### config.mk
export PLATFORM = sky130hd
export DESIGN_NAME = max_pool_2x2
export DESIGN_NICKNAME = d
export VERILOG_FILES = /design/src/rtl/max_pool_2x2.sv
export SDC_FILE = /design/constraint.sdc
export NUM_CORES = 1
export LEC_CHECK = 0
export ABC_CLOCK_PERIOD_IN_PS = 3500
export BUFFER_PORTS_ARGS = -buffer_cell sky130_fd_sc_hd__buf_4
export CAP_MARGIN = 5
export CORE_MARGIN = 3
export CORE_UTILIZATION = 33
export DETAILED_ROUTE_END_ITERATION = 10
export PLACE_DENSITY = 0.49
export SYNTH_ARGS = -nofsm -noshare
export SYNTH_HDL_FRONTEND = slang
export SYNTH_SLANG_ARGS = --single-unit
### constraint.sdc
create_clock -name clk -period 3.5 [get_ports clk]
set_input_delay 0.175 -clock clk [delete_from_list [all_inputs] [get_ports clk]]
set_output_delay 0.175 -clock clk [all_outputs]
set_load 0.05 [all_outputs]
### src/rtl/max_pool_2x2.sv
// -----------------------------------------------------------------------------
// max_pool_2x2
//   Streaming 2x2 / stride-2 max-pooling stage feeding the dense layer buffer.
//   Pixels arrive channel-major, raster order inside each channel, with no
//   backpressure. Each pooled value is written out with a linear address
//   (channel*(IMG_W/2)*(IMG_H/2) + prow*(IMG_W/2) + pcol).
//
//   Optional build macro: MAXPOOL_RELU_EN -- when defined, a ReLU is fused on
//   the output (negative maxima become 0); timing is identical either way.
//
// Ports:
//   clk       in   system clock, all logic on posedge
//   rst       in   asynchronous active-low reset
//   start     in   one-cycle pulse: arm for a new frame, clear counters/address
//   in_valid  in   in_data carries a pixel this cycle
//   in_data   in   signed pixel [dataWidthMax-1:0]
//   out_valid out  one-cycle pulse per pooled value
//   out_data  out  signed pooled maximum [dataWidthMax-1:0]
//   out_addr  out  write address [addressWidthConv-1:0]
//   busy      out  high in RUN and FLUSH
//   done      out  one-cycle pulse in the cycle after the last out_valid
//
// Handshake: in_valid qualifies in_data on the rising edge; there is no ready,
// every valid pixel in RUN (or coincident with start) is consumed. out_valid is
// a single-cycle strobe qualifying out_data/out_addr; the consumer must take it.
//
// The FSM state is the signal "state" (state_t) for checkers to bind to.
// -----------------------------------------------------------------------------
module max_pool_2x2 #(
  parameter int dataWidthMax     = 8,
  parameter int addressWidthConv = 10,
  parameter int IMG_W            = 26,
  parameter int IMG_H            = 26,
  parameter int NUM_CH           = 3
) (
  input  logic                        clk,
  input  logic                        rst,
  input  logic                        start,
  input  logic                        in_valid,
  input  logic [dataWidthMax-1:0]     in_data,
  output logic                        out_valid,
  output logic [dataWidthMax-1:0]     out_data,
  output logic [addressWidthConv-1:0] out_addr,
  output logic                        busy,
  output logic                        done
);

  // Column counter is at least 2 bits so col[CW-1:1] (the line-buffer index)
  // is always a legal slice; for even IMG_W, clog2(IMG_W)-1 == clog2(IMG_W/2).
  localparam int CW = (IMG_W > 2) ? $clog2(IMG_W) : 2;
  localparam int LW = CW - 1;
  localparam int RW = (IMG_H > 1) ? $clog2(IMG_H) : 1;
  localparam int HW = (NUM_CH > 1) ? $clog2(NUM_CH) : 1;
  localparam int DW = dataWidthMax;
  localparam int AW = addressWidthConv;

  typedef enum logic [1:0] {
    S_IDLE  = 2'd0,
    S_RUN   = 2'd1,
    S_FLUSH = 2'd2,
    S_DONE  = 2'd3
  } state_t;

  state_t state, state_nx;

  logic [CW-1:0] col, col_eff, col_nx;
  logic [RW-1:0] row, row_eff, row_nx;
  logic [HW-1:0] ch, ch_eff, ch_nx;
  logic [AW-1:0] addr, addr_eff;

  logic accept;
  logic win;
  logic last_px;

  logic signed [DW-1:0] px_s;
  logic signed [DW-1:0] pair_reg;
  logic signed [DW-1:0] hmax;
  logic signed [DW-1:0] lb_rd;
  logic signed [DW-1:0] vmax;
  logic        [LW-1:0] lb_idx;

  logic signed [DW-1:0] line_buf [2**LW];

  assign px_s = in_data;

  // start zeroes the counters in the same cycle it is seen, so a pixel that
  // arrives together with start is pixel (0,0,0) of the new frame.
  always_comb begin
    col_eff  = start ? '0 : col;
    row_eff  = start ? '0 : row;
    ch_eff   = start ? '0 : ch;
    addr_eff = start ? '0 : addr;
    accept   = in_valid && (start || (state == S_RUN));
    win      = accept && col_eff[0] && row_eff[0];
    last_px  = accept && (col_eff == CW'(IMG_W - 1))
                      && (row_eff == RW'(IMG_H - 1))
                      && (ch_eff  == HW'(NUM_CH - 1));
  end

  // Raster counters: col wraps into row, row wraps into ch.
  always_comb begin
    col_nx = col_eff;
    row_nx = row_eff;
    ch_nx  = ch_eff;
    if (accept) begin
      if (col_eff == CW'(IMG_W - 1)) begin
        col_nx = '0;
        if (row_eff == RW'(IMG_H - 1)) begin
          row_nx = '0;
          ch_nx  = (ch_eff == HW'(NUM_CH - 1)) ? '0 : ch_eff + 1'b1;
        end else begin
          row_nx = row_eff + 1'b1;
        end
      end else begin
        col_nx = col_eff + 1'b1;
      end
    end
  end

  // Next-state logic. start from any state (re)enters RUN; aborting a frame
  // therefore never visits DONE.
  always_comb begin
    state_nx = state;
    if (start) begin
      state_nx = S_RUN;
    end else begin
      case (state)
        S_IDLE:  state_nx = S_IDLE;
        S_RUN:   if (last_px) state_nx = S_FLUSH;
        S_FLUSH: state_nx = S_DONE;
        S_DONE:  state_nx = S_IDLE;
        default: state_nx = S_IDLE;
      endcase
    end
  end

  assign busy = (state == S_RUN) || (state == S_FLUSH);
  assign done = (state == S_DONE);

  // Horizontal max of the pixel pair, then vertical max against the pair
  // result stored from the even row above.
  always_comb begin
    lb_idx = col_eff[CW-1:1];
    lb_rd  = line_buf[lb_idx];
    hmax   = (pair_reg > px_s) ? pair_reg : px_s;
    vmax   = (lb_rd > hmax) ? lb_rd : hmax;
  end

  always_ff @(posedge clk or negedge rst) begin
    if (!rst) begin
      state     <= S_IDLE;
      col       <= '0;
      row       <= '0;
      ch        <= '0;
      addr      <= '0;
      pair_reg  <= '0;
      out_valid <= 1'b0;
      out_data  <= '0;
      out_addr  <= '0;
    end else begin
      state     <= state_nx;
      col       <= col_nx;
      row       <= row_nx;
      ch        <= ch_nx;
      out_valid <= win;
      if (accept && !col_eff[0]) begin
        pair_reg <= px_s;
      end
      if (win) begin
`ifdef MAXPOOL_RELU_EN
        out_data <= vmax[DW-1] ? '0 : vmax;
`else
        out_data <= vmax;
`endif
        out_addr <= addr_eff;
        addr     <= addr_eff + 1'b1;
      end else begin
        addr     <= addr_eff;
      end
    end
  end

  // Line buffer holds don't-care data at reset, so it carries no reset.
  always_ff @(posedge clk) begin
    if (accept && col_eff[0] && !row_eff[0]) begin
      line_buf[lb_idx] <= hmax;
    end
  end

endmodule

Yosys cells after proc, flatten, opt, wreduce, memory -nomap -nowiden
Memory sizes are Yosys's and may differ from the RTL's.
Cells that the tools add are included.

operators by class
  $add $sub $neg = 4
  magnitude comparators = 2
  equal/unequal tests = 7
  muxes and demuxes = 21
  reduce and logical (&&, ||, !) cells = 14

operators with widths
  cell                                                             count
  5-bit 2-to-1 mux                                                 7
  10-bit 2-to-1 mux                                                2
  8-bit greater-than comparator                                    2
  8-bit 2-to-1 mux                                                 2
  2-bit 2-to-1 mux                                                 7
  10-bit by 1-bit adder with 10-bit output, second input constant  1
  5-bit by 1-bit adder with 5-bit output, second input constant    2
  5-bit == test, second input constant                             2
  1-bit logical AND                                                8
  2-bit == test, second input constant                             3
  2-bit one-hot mux with 3 select lines                            1
  3-bit != test, second input constant                             1
  2-bit by 1-bit adder with 2-bit output, second input constant    1
  2-bit by 1-bit == test with 1-bit output, second input constant  1
  1-bit zero test                                                  2
  2-bit zero test                                                  1
  1-bit logical OR                                                 2
  1-bit 2-to-1 mux                                                 2
  2-bit OR reduction                                               1

word-level totals
  bits in registers = 51
  bits in writable memories = 128
  output and inout bits = 21
  memories = 1

memory list
  memory    depth  width  rd ports  clocked after memory_dff  wr ports  RTL line  RTL
  line_buf  16     8      1         0                         1         82        logic signed [DW-1:0] line_buf [2**LW];

Logic depth before layout (Yosys ltp)
Gate-level depths: netlist of the first run.

  depth after elaboration = 9
  mapped depth = 16
  depth with buffers taken out = 15

Worst setup path after synthesis of the first run
OpenSTA, ideal clock, no wires.

  path type = reg-to-reg
  from = register pair_reg[7]
  to = register out_data[3]
  library setup time = 0.126 ns
  arrival = 3.187 ns
  setup slack = 0.187 ns
  stages on the path, launching flop included = 16
  path buffers = 1
  cell sequence = dfrtp_1 ha_1 nand4_1 o221a_2 nand3b_1 and3_1 buf_2 a221o_1 inv_1 ha_1 a21o_1 a21oi_1 o221ai_1 nand2_1 nor2_1 a221o_1

on the way
  longest elaborated chain between the ends = 4

ends and longest elaborated chain
  item                             RTL line  RTL
  from (decl)                      76        logic signed [DW-1:0] pair_reg;
  from (signal assigned)           167       pair_reg <= px_s;
  8-bit greater-than comparator *  145       hmax = (pair_reg > px_s) ? pair_reg : px_s;
  8-bit 2-to-1 mux *               145
  named net hmax[3]                77        logic signed [DW-1:0] hmax;
  8-bit greater-than comparator    146       vmax = (lb_rd > hmax) ? lb_rd : hmax;
  8-bit 2-to-1 mux *               146
  to (signal assigned)             173       out_data <= vmax;
  to (decl)                        42        output logic [dataWidthMax-1:0] out_data,

Mark *: on every way through the listed nets, which the timed path passes. The rest lies on a longest branch.
A chain may end at the register's enable or synchronous reset.

Worst setup path in the final report of the first run
  from = input in_data[6]
  to = register out_data[3]

on the way
  longest elaborated chain between the ends = 4

ends and longest elaborated chain
  item                           RTL line  RTL
  from (decl)                    40        input logic [dataWidthMax-1:0] in_data,
  8-bit greater-than comparator  145
  8-bit 2-to-1 mux *             145
  8-bit greater-than comparator  146
  8-bit 2-to-1 mux *             146

Mark *: on every way between the ends. The rest lies on a longest branch, timed or not.

==> run summary, run 1 <==
reg2reg end = out_data[3]
GR Layer Usage met2 = 0.245
unrepaired setup endpoints after global routing = true
Max-slew headroom = 0.425
critical path endpoint category = flop
Routed WL per cell = 19.5 microns
drc violations = 0
Synth area leaders = edfxtp_1 (48%), dfrtp_1 (16%), ha_1 (4.0%)
Worst Setup Start Kind = input pin
period utilization = 0.981
ant diodes = 0
asr flop ratio synth = 0.285
Peak VDD IR = 0.363 mV
Pwr Total = 7.17 mW
crit path DAT = 3.74 ns
required time of the worst setup path = 3.81 ns
largest registers = line_buf: 128 flops, addr: 10 flops, out_addr: 10 flops
Die Ht = 162 microns
synthesized flop and latch total = 179
pin count of the biggest net entering global routing = 52
Reg area = 5120 sq um
RePlAce Congestion = 0.842
max_cap viols = 0
fin worst setup slack = 0.0658 ns
share of the synthesized area in the top cell type = 0.476
Tmin final = 3.43 ns
post-route antenna net violation count = 0
outcome = complete, no violations
Critical Path Fanout Max = 7
max-slew violation count = 0
CTS tree = yes
Placed Area = 9030 sq um
Clk pin slew, worst setup/hold paths = 0.07 ns
syn nets = 671
Area Overhead vs Synth = 23.6%
Seq/Total Area, Yosys = 0.634
total gr overflow = 0
GR peak layer = met2
Reg with most FFs = line_buf
Design Area, Final = 9990 sq um
dominant synthesized flop cell = edfxtp_1
R2R Setup Slk = 0.10 ns
non-filler instance count after layout = 1049
Die ar. = 26400 sq um
Power Density = 718 nW/um^2
Static Leak = 3.88 nW
initial antenna violation count = 0
final-layout fill cell count = 2205
syn_area_per_cell = 12.8 sq um
port bufs = 32
CTS root buf = clkbuf_16
Synth cell types = 57
Largest register FFs = 128
vias in the first global route = 5366
Hold Worst Slack = 0.0781 ns
clock skew = 0.0103 ns
yosys warns = 0
hold path depth = 2
worst slew pin tran = 0.859 ns
Syn Std Cell Area = 8080 sq um
Hold Vio Cnt, Final = 0
I/O pins = 33
Hold Path Origin = start
die width = 162 microns
Commonest cells post-synth = edfxtp_1 (128), nand2_1 (74), dfrtp_1 (51)
EDFF count, synth = 128
Post-Syn Instances = 633
most frequent cell after synthesis = edfxtp_1
area leader, netlist = edfxtp_1
CTS H-Tree Depth = 4
Setup CP Type = in2reg
# setup viols final = 0
nets = 755
Pre-antenna DRT Iters = 5
clk_lat worst skew = 0.43 ns
GR Util All Layers = 0.157
worst slack at placement = -0.00206 ns
footprint of the multi-input gates = 2890 sq um
FMAX = 291 MHz
placed cell count = 1006
worst min-delay path category = in2reg
Initial Util = 0.340
global routing usage on met3 = 0.0318
worst reg2reg startpoint = pair_reg[4]
DR vias = 5335
DR iter-0 viols = 426
Core Rows = 56
Sink Count = 179
share of cells above drive strength 1 = 0.229
Hold EP = col[4]
GRT met1 Usage = 0.220
CORE AREA = 23800 sq um
Reg2Reg Depth = 13
first-pass GRT wire length = 31100 microns
DP HPWL = 14100 microns
final wirelength = 20400 microns
Vias per Instance = 5.09
Max Root-Sink Buffers = 2
Num CTS Buffers = 17
## kinds of logic (layout without fill, tap and decap cells)
logic type               count (synthesis)  count (layout)  share of synthesized area
AO/OA/AOI/OAI                          127             127                      0.110
XOR/XNOR                                 8               8                    0.00867
adder cells (fa/ha/maj)                 26              26                     0.0403
buffers and inverters                   72             169                     0.0365
flip-flops                             179             179                      0.634
multiplexers                            39              39                     0.0619
AND/OR/NAND/NOR                        182             182                      0.109
## timing repair
| action | in CTS | in global routing |
|---|---|---|
| hold buffers | 9 | 0 |
| pin swaps | 0 | 15 |
| gates cloned | 0 | 0 |
| hold endpoints to repair | 59 | 0 |
| setup buffers | 0 | 2 |
| resized for setup | 2 | 37 |
| endpoints found under the setup margin | 3 | 8 |
## layout make-up
type,instances,area share
flip-flops and latches,179,0.513
multi-input cells,382,0.289
clock buffers,18,0.0430
repair buffers,90,0.0784
inverters,47,0.0177
clock inverters,14,0.0193
well taps,319,0.0399
## stage by stage
step                      setup TNS [ns]   util
final                                  0  0.421
after global routing              -0.281  0.421
after CTS                              0  0.410
after detailed placement        -0.00261  0.380
after global placement           -0.0856  0.380
after floorplan                        0      -
## power breakdown
| group | internal [mW] | switching [mW] |
|---|---|---|
| clock | 1.15 | 0.845 |
| sequential | 2.76 | 0.0908 |
| combinational | 0.851 | 1.48 |
| total | 4.76 | 2.42 |
## worst max path at each step
stage / start / endpoint / slack, ns / depth (start not counted)
2_1_floorplan: pair_reg[7] / out_data[3] / 0.19 / 15
3_3_place_gp: pair_reg[7] / out_data[0] / -0.03 / 13
3_5_place_dp: pair_reg[7] / out_data[0] / -0.002 / 13
4_1_cts: in_data[7] / out_data[3] / 0.01 / 16
5_1_grt: pair_reg[7] / out_data[3] / -0.08 / 13
6_report: in_data[6] / out_data[3] / 0.07 / 16
## metal layers
layer  share of wire  wire length (microns)
met1            0.47                   9640
met2            0.47                   9620
met3           0.041                    835
met4           0.017                    352
met5               0                      0
## cells in the final DEF, fill, tap and decap left out, drive strengths merged, types with 4 or more instances in the layout
| master | netlist | routed |
|---|---|---|
| a211o | 5 | 5 |
| a211oi | 8 | 8 |
| a21o | 4 | 4 |
| a21oi | 26 | 26 |
| a221o | 4 | 4 |
| a221oi | 19 | 19 |
| and3 | 4 | 4 |
| buf | 17 | 81 |
| clkbuf | 8 | 18 |
| clkinv | 2 | 6 |
| dfrtp | 51 | 51 |
| dlygate4sd3 | 0 | 8 |
| edfxtp | 128 | 128 |
| ha | 26 | 26 |
| inv | 45 | 51 |
| mux2 | 8 | 8 |
| mux2i | 23 | 23 |
| mux4 | 8 | 8 |
| nand2 | 74 | 74 |
| nand2b | 7 | 7 |
| nand3 | 20 | 20 |
| nand4 | 11 | 11 |
| nor2 | 33 | 33 |
| nor2b | 13 | 13 |
| o21ai | 28 | 28 |
| o221ai | 7 | 7 |
| o41ai | 7 | 7 |
| xnor2 | 4 | 4 |
| xor2 | 4 | 4 |
## critical path: stages
cell	delay, ns
dlygate4sd3_1	0.56
buf_6	0.12
inv_1	0.04
ha_1	0.29
nand4_1	0.17
o221a_2	0.33
nand3b_1	0.17
and3_4	0.32
a221oi_2	0.10
buf_4	0.18
ha_1	0.33
nor4b_4	0.25
o221ai_2	0.19
nand2_1	0.16
nor2_2	0.06
a221o_1	0.30
Power figures use the tool's default switching activity.
==> inputs of run 2 (changes only) <==
--- a/config.mk
+++ b/config.mk
@@ -8,10 +8,12 @@
 export ABC_CLOCK_PERIOD_IN_PS = 3500
 export BUFFER_PORTS_ARGS = -buffer_cell sky130_fd_sc_hd__buf_4
 export CAP_MARGIN = 5
-export CORE_MARGIN = 3
+export CORE_MARGIN = 1
 export CORE_UTILIZATION = 33
 export DETAILED_ROUTE_END_ITERATION = 10
+export GPL_TIMING_DRIVEN = 0
 export PLACE_DENSITY = 0.49
 export SYNTH_ARGS = -nofsm -noshare
 export SYNTH_HDL_FRONTEND = slang
 export SYNTH_SLANG_ARGS = --single-unit
+export TNS_END_PERCENT = 10
==> run summary, run 2 (synthesis results as in run 1) <==
clk_lat worst skew = 0.43 ns
Setup CP Type = in2reg
max-slew violation count = 0
final wirelength = 21600 microns
Psw = 2.43 mW
die width = 158 microns
Pre-antenna DRT Iters = 5
post-route antenna net violation count = 0
vias in the first global route = 5464
Critical path origin = in_data[4]
Die Ht = 158 microns
Design Area, Final = 9780 sq um
largest registers = line_buf: 128 flops, addr: 10 flops, out_addr: 10 flops
GR peak layer = met2
Seq pwr share = 0.409
total gr overflow = 0
GR Layer Usage met2 = 0.283
Core Rows = 56
fin worst setup slack = 0.0357 ns
Die ar. = 25100 sq um
CTS H-Tree Depth = 4
CTS root buf = clkbuf_16
I/O pins = 33
drc violations = 0
# setup viols final = 0
Largest register FFs = 128
Worst Setup Start Kind = input pin
outcome = complete, no violations
Clk pin slew, worst setup/hold paths = 0.07 ns
Static Leak = 3.73 nW
ant diodes = 0
Reg with most FFs = line_buf
port bufs = 31
GRT met1 Usage = 0.244
Hold Path Origin = in_data[3]
worst min-delay path category = in2reg
Power Density = 708 nW/um^2
pin count of the biggest net entering global routing = 52
clock skew = 0.00935 ns
CTS tree = yes
most common cell after layout, fill and taps aside = edfxtp_1
non-filler instance count after layout = 1036
max_cap viols = 0
Peak VDD IR = 0.390 mV
Initial Util = 0.340
share of cells above drive strength 1 = 0.220
worst reg2reg startpoint = pair_reg[7]
FMAX = 289 MHz
Pwr Total = 6.92 mW
Max Root-Sink Buffers = 2
global routing usage on met3 = 0.0370
clock power share = 0.255
Critical Path Fanout Max = 7
crit path DAT = 3.79 ns
most frequent cells in the layout = edfxtp_1 (128), nand2_1 (72), dfrtp_1 (50)
Tmin final = 3.46 ns
Area Overhead vs Synth = 21.0%
Placed Area = 8710 sq um
nets = 742
DR iter-0 viols = 401
CORE AREA = 23800 sq um
first-pass GRT wire length = 32600 microns
GR Util All Layers = 0.180
Max-slew headroom = 0.395
Vias per Instance = 5.32
critical path endpoint category = flop
Reg area = 5120 sq um
placed cell count = 983
DR vias = 5509
Pint = 4.49 mW
RePlAce Congestion = 0.888
DP HPWL = 14400 microns
initial antenna violation count = 0
final-layout fill cell count = 2204
period utilization = 0.990
Num CTS Buffers = 17
Sw Share = 0.352
Comb power frac = 0.336
worst slew pin tran = 0.904 ns
required time of the worst setup path = 3.82 ns
worst slack at placement = -0.652 ns
footprint of the multi-input gates = 2970 sq um
Hold Vio Cnt, Final = 0
Sink Count = 179
Routed WL per cell = 20.8 microns
==> run 2: repair_timing <==
| action | CTS | global route |
|---|---|---|
| cloned | 0 | 0 |
| buffers inserted | 3 | 11 |
| pin swaps | 3 | 20 |
| hold buffers | 8 | 0 |
| gates resized for setup | 26 | 45 |
| endpoints found under the setup margin | 8 | 8 |
| hold endpoints to repair | 58 | 0 |
==> run 2: final timing paths <==
kind / endpoint / slack [ns] / cells past startpoint
max: out_data[5] / 0.04 / 15
min: pair_reg[3] / 0.03 / 3
max reg2reg: out_data[5] / 0.06 / 12
min reg2reg: out_addr[9] / 0.48 / 2
max in group asynchronous: pair_reg[4] / 2.68 / 2
min in group asynchronous: out_addr[2] / 0.32 / 2
==> run 2: worst max-delay path: stages <==
cell and delay [ns]:
dlygate4sd3_1 0.55, buf_6 0.13, inv_1 0.05, ha_1 0.28, nand4_1 0.18, o221a_2 0.23
nand2_1 0.22, o41ai_2 0.50, a221oi_4 0.08, ha_1 0.36, nand4_1 0.17, o32ai_2 0.10
mux2i_2 0.27, a21oi_2 0.12, a221o_1 0.35
==> run 2: area by class of cell <==
cell class,instances,area share
tap,319,0.0408
sequential,179,0.524
multi-input combinational,382,0.304
clock inverter,11,0.00934
inverter,47,0.0184
buffer,25,0.0157
clock buffer,21,0.0450
timing repair buffer,52,0.0430
==> run 2: layer usage <==
layer  wire length (microns)  part of all wire  vias to the layer above
met1                    9850              0.46                     2816
met2                   10200              0.47                      142
li1                        -                 -                     2519
met5                       0                 0                        -
met3                    1060             0.049                       32
met4                     437             0.020                        0
==> run 2: through the flow <==
stage           util  hold slack [ns]  setup TNS (ns)
5_1_grt        0.412           0.0486          -0.698
3_5_place_dp   0.367            0.266           -4.72
3_3_place_gp   0.367            0.255           -4.18
6_report       0.412           0.0329               0
2_1_floorplan      -           -0.121               0
4_1_cts        0.398           0.0182               0
==> run 2: power by group through the flow <==
stage / registers, mW / logic (mW) / clock network, mW
after floorplan: 2.84 / 1.13 / 0
after global placement: 2.86 / 1.74 / 0
after detailed placement: 2.87 / 1.79 / 0
after CTS: 2.82 / 1.97 / 1.80
after global routing: 2.84 / 2.52 / 1.87
final: 2.83 / 2.32 / 1.76
==> inputs of run 3 (changes only) <==
--- a/config.mk
+++ b/config.mk
@@ -5,14 +5,15 @@
 export SDC_FILE = /design/constraint.sdc
 export NUM_CORES = 1
 export LEC_CHECK = 0
-export ABC_CLOCK_PERIOD_IN_PS = 3500
+export ABC_CLOCK_PERIOD_IN_PS = 3700
 export BUFFER_PORTS_ARGS = -buffer_cell sky130_fd_sc_hd__buf_4
 export CAP_MARGIN = 5
 export CORE_MARGIN = 1
 export CORE_UTILIZATION = 33
 export DETAILED_ROUTE_END_ITERATION = 10
 export GPL_TIMING_DRIVEN = 0
-export PLACE_DENSITY = 0.49
+export PLACE_DENSITY = 0.47
+export RECOVER_POWER = 25
 export SYNTH_ARGS = -nofsm -noshare
 export SYNTH_HDL_FRONTEND = slang
 export SYNTH_SLANG_ARGS = --single-unit
==> constraint.sdc (replaced) <==
create_clock -name clk -period 3.7 [get_ports clk]
set_input_delay 0.185 -clock clk [delete_from_list [all_inputs] [get_ports clk]]
set_output_delay 0.185 -clock clk [all_outputs]
set_load 0.05 [all_outputs]
==> run summary, run 3 (synthesis results as in run 1) <==
outcome = complete, no violations
FMAX = 278 MHz
Reg2Reg Depth = 15
Reg with most FFs = line_buf
slowest CP cell = dfrtp_1
Hold Path Origin = in_data[3]
I/O pins = 33
max_cap viols = 0
critical path endpoint category = flop
DR vias = 5474
DP HPWL = 14700 microns
most common cell after layout, fill and taps aside = edfxtp_1
Crit path largest cell delay = 0.46 ns
Max-slew headroom = 0.411
final wirelength = 21900 microns
drc violations = 0
Comb power frac = 0.326
Peak VDD IR = 0.282 mV
Pre-antenna DRT Iters = 5
Hold Vio Cnt, Final = 0
initial antenna violation count = 1
DR iter-0 viols = 413
post-layout util = 0.410
fin worst setup slack = 0.0993 ns
worst reg2reg startpoint = pair_reg[7]
nets = 744
Worst Setup Start Kind = flop
Worst Setup EP = out_data[5]
share of cells above drive strength 1 = 0.182
Hold Worst Slack = 0.0213 ns
Critical path origin = pair_reg[7]
Levels on crit path = 15
Setup CP Type = reg2reg
CP dominant cell by count = buf_4
R2R Setup Slk = 0.1 ns
Die Ht = 158 microns
non-filler instance count after layout = 1038
Power Density = 705 nW/um^2
total gr overflow = 0
required time of the worst setup path = 4.02 ns
Pint = 4.48 mW
Tmin final = 3.60 ns
Seq pwr share = 0.390
Largest register FFs = 128
# setup viols final = 0
period utilization = 0.973
pin count of the biggest net entering global routing = 52
CTS H-Tree Depth = 4
Critical Path Fanout Max = 7
Clk pin slew, worst setup/hold paths = 0.07 ns
final-layout fill cell count = 2192
worst min-delay path category = in2reg
Die ar. = 25100 sq um
most frequent cells in the layout = edfxtp_1 (128), nand2_1 (71), dfrtp_1 (50)
port bufs = 31
placed cell count = 983
Initial Util = 0.340
CTS root buf = clkbuf_16
Num CTS Buffers = 17
clock skew = 0.0115 ns
Area Overhead vs Synth = 20.4%
crit path DAT = 3.92 ns
Pwr Total = 6.86 mW
worst slack at placement = -0.445 ns
die width = 158 microns
Vias per Instance = 5.27
worst slew pin tran = 0.880 ns
CORE AREA = 23800 sq um
CTS tree = yes
vias in the first global route = 5449
RePlAce Congestion = 0.868
Max Root-Sink Buffers = 2
ant diodes = 0
delay-heaviest family, CP = compound AO/OA/AOI/OAI gates
CP cell instances = ha_4 > nand4_1 > o221a_2 > nand3b_1 > buf_4 > o21ai_4 > buf_4 > a221oi_4 > ha_4 > nand4_1 > o32ai_1 > mux2i_1 > buf_4 > a21oi_2 > a221o_1
crit path buf inv count = 3
largest registers = line_buf: 128 flops, addr: 10 flops, out_addr: 10 flops
Static Leak = 3.70 nW
Sw Share = 0.346
post-route antenna net violation count = 0
hold path depth = 3
Routed WL per cell = 21.1 microns
clk_lat worst skew = 0.44 ns
reg2reg end = out_data[5]
clock power share = 0.284
Sink Count = 179
Psw = 2.37 mW
GR Util All Layers = 0.181
first-pass GRT wire length = 32800 microns
Core Rows = 56
max-slew violation count = 0
==> run 3: changes by cell type in the layout (fill, tap and decap cells not counted), moves of 3 or more <==
| cell | before | now |
|---|---|---|
| clkbuf_1 | 11 | 28 |
| buf_4 | 45 | 32 |
| inv_6 | 6 | 2 |
| inv_8 | 0 | 4 |
| buf_6 | 3 | 0 |
| bufinv_16 | 0 | 3 |
| ha_1 | 21 | 24 |
| ha_4 | 5 | 2 |
| inv_1 | 40 | 43 |
==> run 3: worst reg2reg max path, cell delays in order, from the launching register on <==
cell      delay, ns
dfrtp_1        0.46
ha_4           0.33
nand4_1        0.19
o221a_2        0.35
nand3b_1       0.12
buf_4          0.15
o21ai_4        0.12
buf_4          0.18
a221oi_4       0.38
ha_4           0.28
nand4_1        0.13
o32ai_1        0.10
mux2i_1        0.15
buf_4          0.15
a21oi_2        0.07
a221o_1        0.35
==> run 3: worst min path at each step <==
stage	to	slack, ns
4_1_cts	pair_reg[3]	0.006
3_3_place_gp	out_addr[5]	0.26
3_5_place_dp	out_addr[5]	0.27
6_report	pair_reg[3]	0.02
2_1_floorplan	addr[0]	-0.11
5_1_grt	pair_reg[3]	0.01
==> run 3: layout make-up <==
cell class / count / area (sq um) / area share
sequential: 179 / 5120 / 0.526
buffer: 25 / 128 / 0.0131
clock inverter: 15 / 215 / 0.0221
timing repair buffer: 54 / 342 / 0.0351
multi-input combinational: 382 / 2920 / 0.300
inverter: 47 / 176 / 0.0181
tap: 319 / 399 / 0.0410
clock buffer: 17 / 425 / 0.0437
==> run 3: power by group through the flow <==
stage	registers, mW	clock network (mW)	logic (mW)
final	2.67	1.95	2.24
after global routing	2.68	2.06	2.43
after CTS	2.66	1.98	1.77
after detailed placement	2.71	0	1.71
after global placement	2.71	0	1.65
after floorplan	2.68	0	1.07
==> run 3: what timing repair did <==
action,4_1_cts,5_1_grt
resized for setup,9,43
hold buffers,6,0
pin swaps,0,14
hold endpoints to repair,56,0
setup buffers,0,17
endpoints found under the setup margin,8,8
==> run 3: metrics by stage <==
stage / setup TNS, ns / cell area, sq um
floorplan: 0 / 8080
detailed placement: -3.07 / 8710
global placement: -2.56 / 8710
CTS: -0.0794 / 9460
finish: 0 / 9730
global route: -0.481 / 9730
==> run 3: per-layer routing <==
metal	part of all wire	wire [microns]	track usage
met5	0	0	0
met4	0.018	388	0.0582
met3	0.040	867	0.0378
met2	0.48	10500	0.288
met1	0.46	10100	0.246
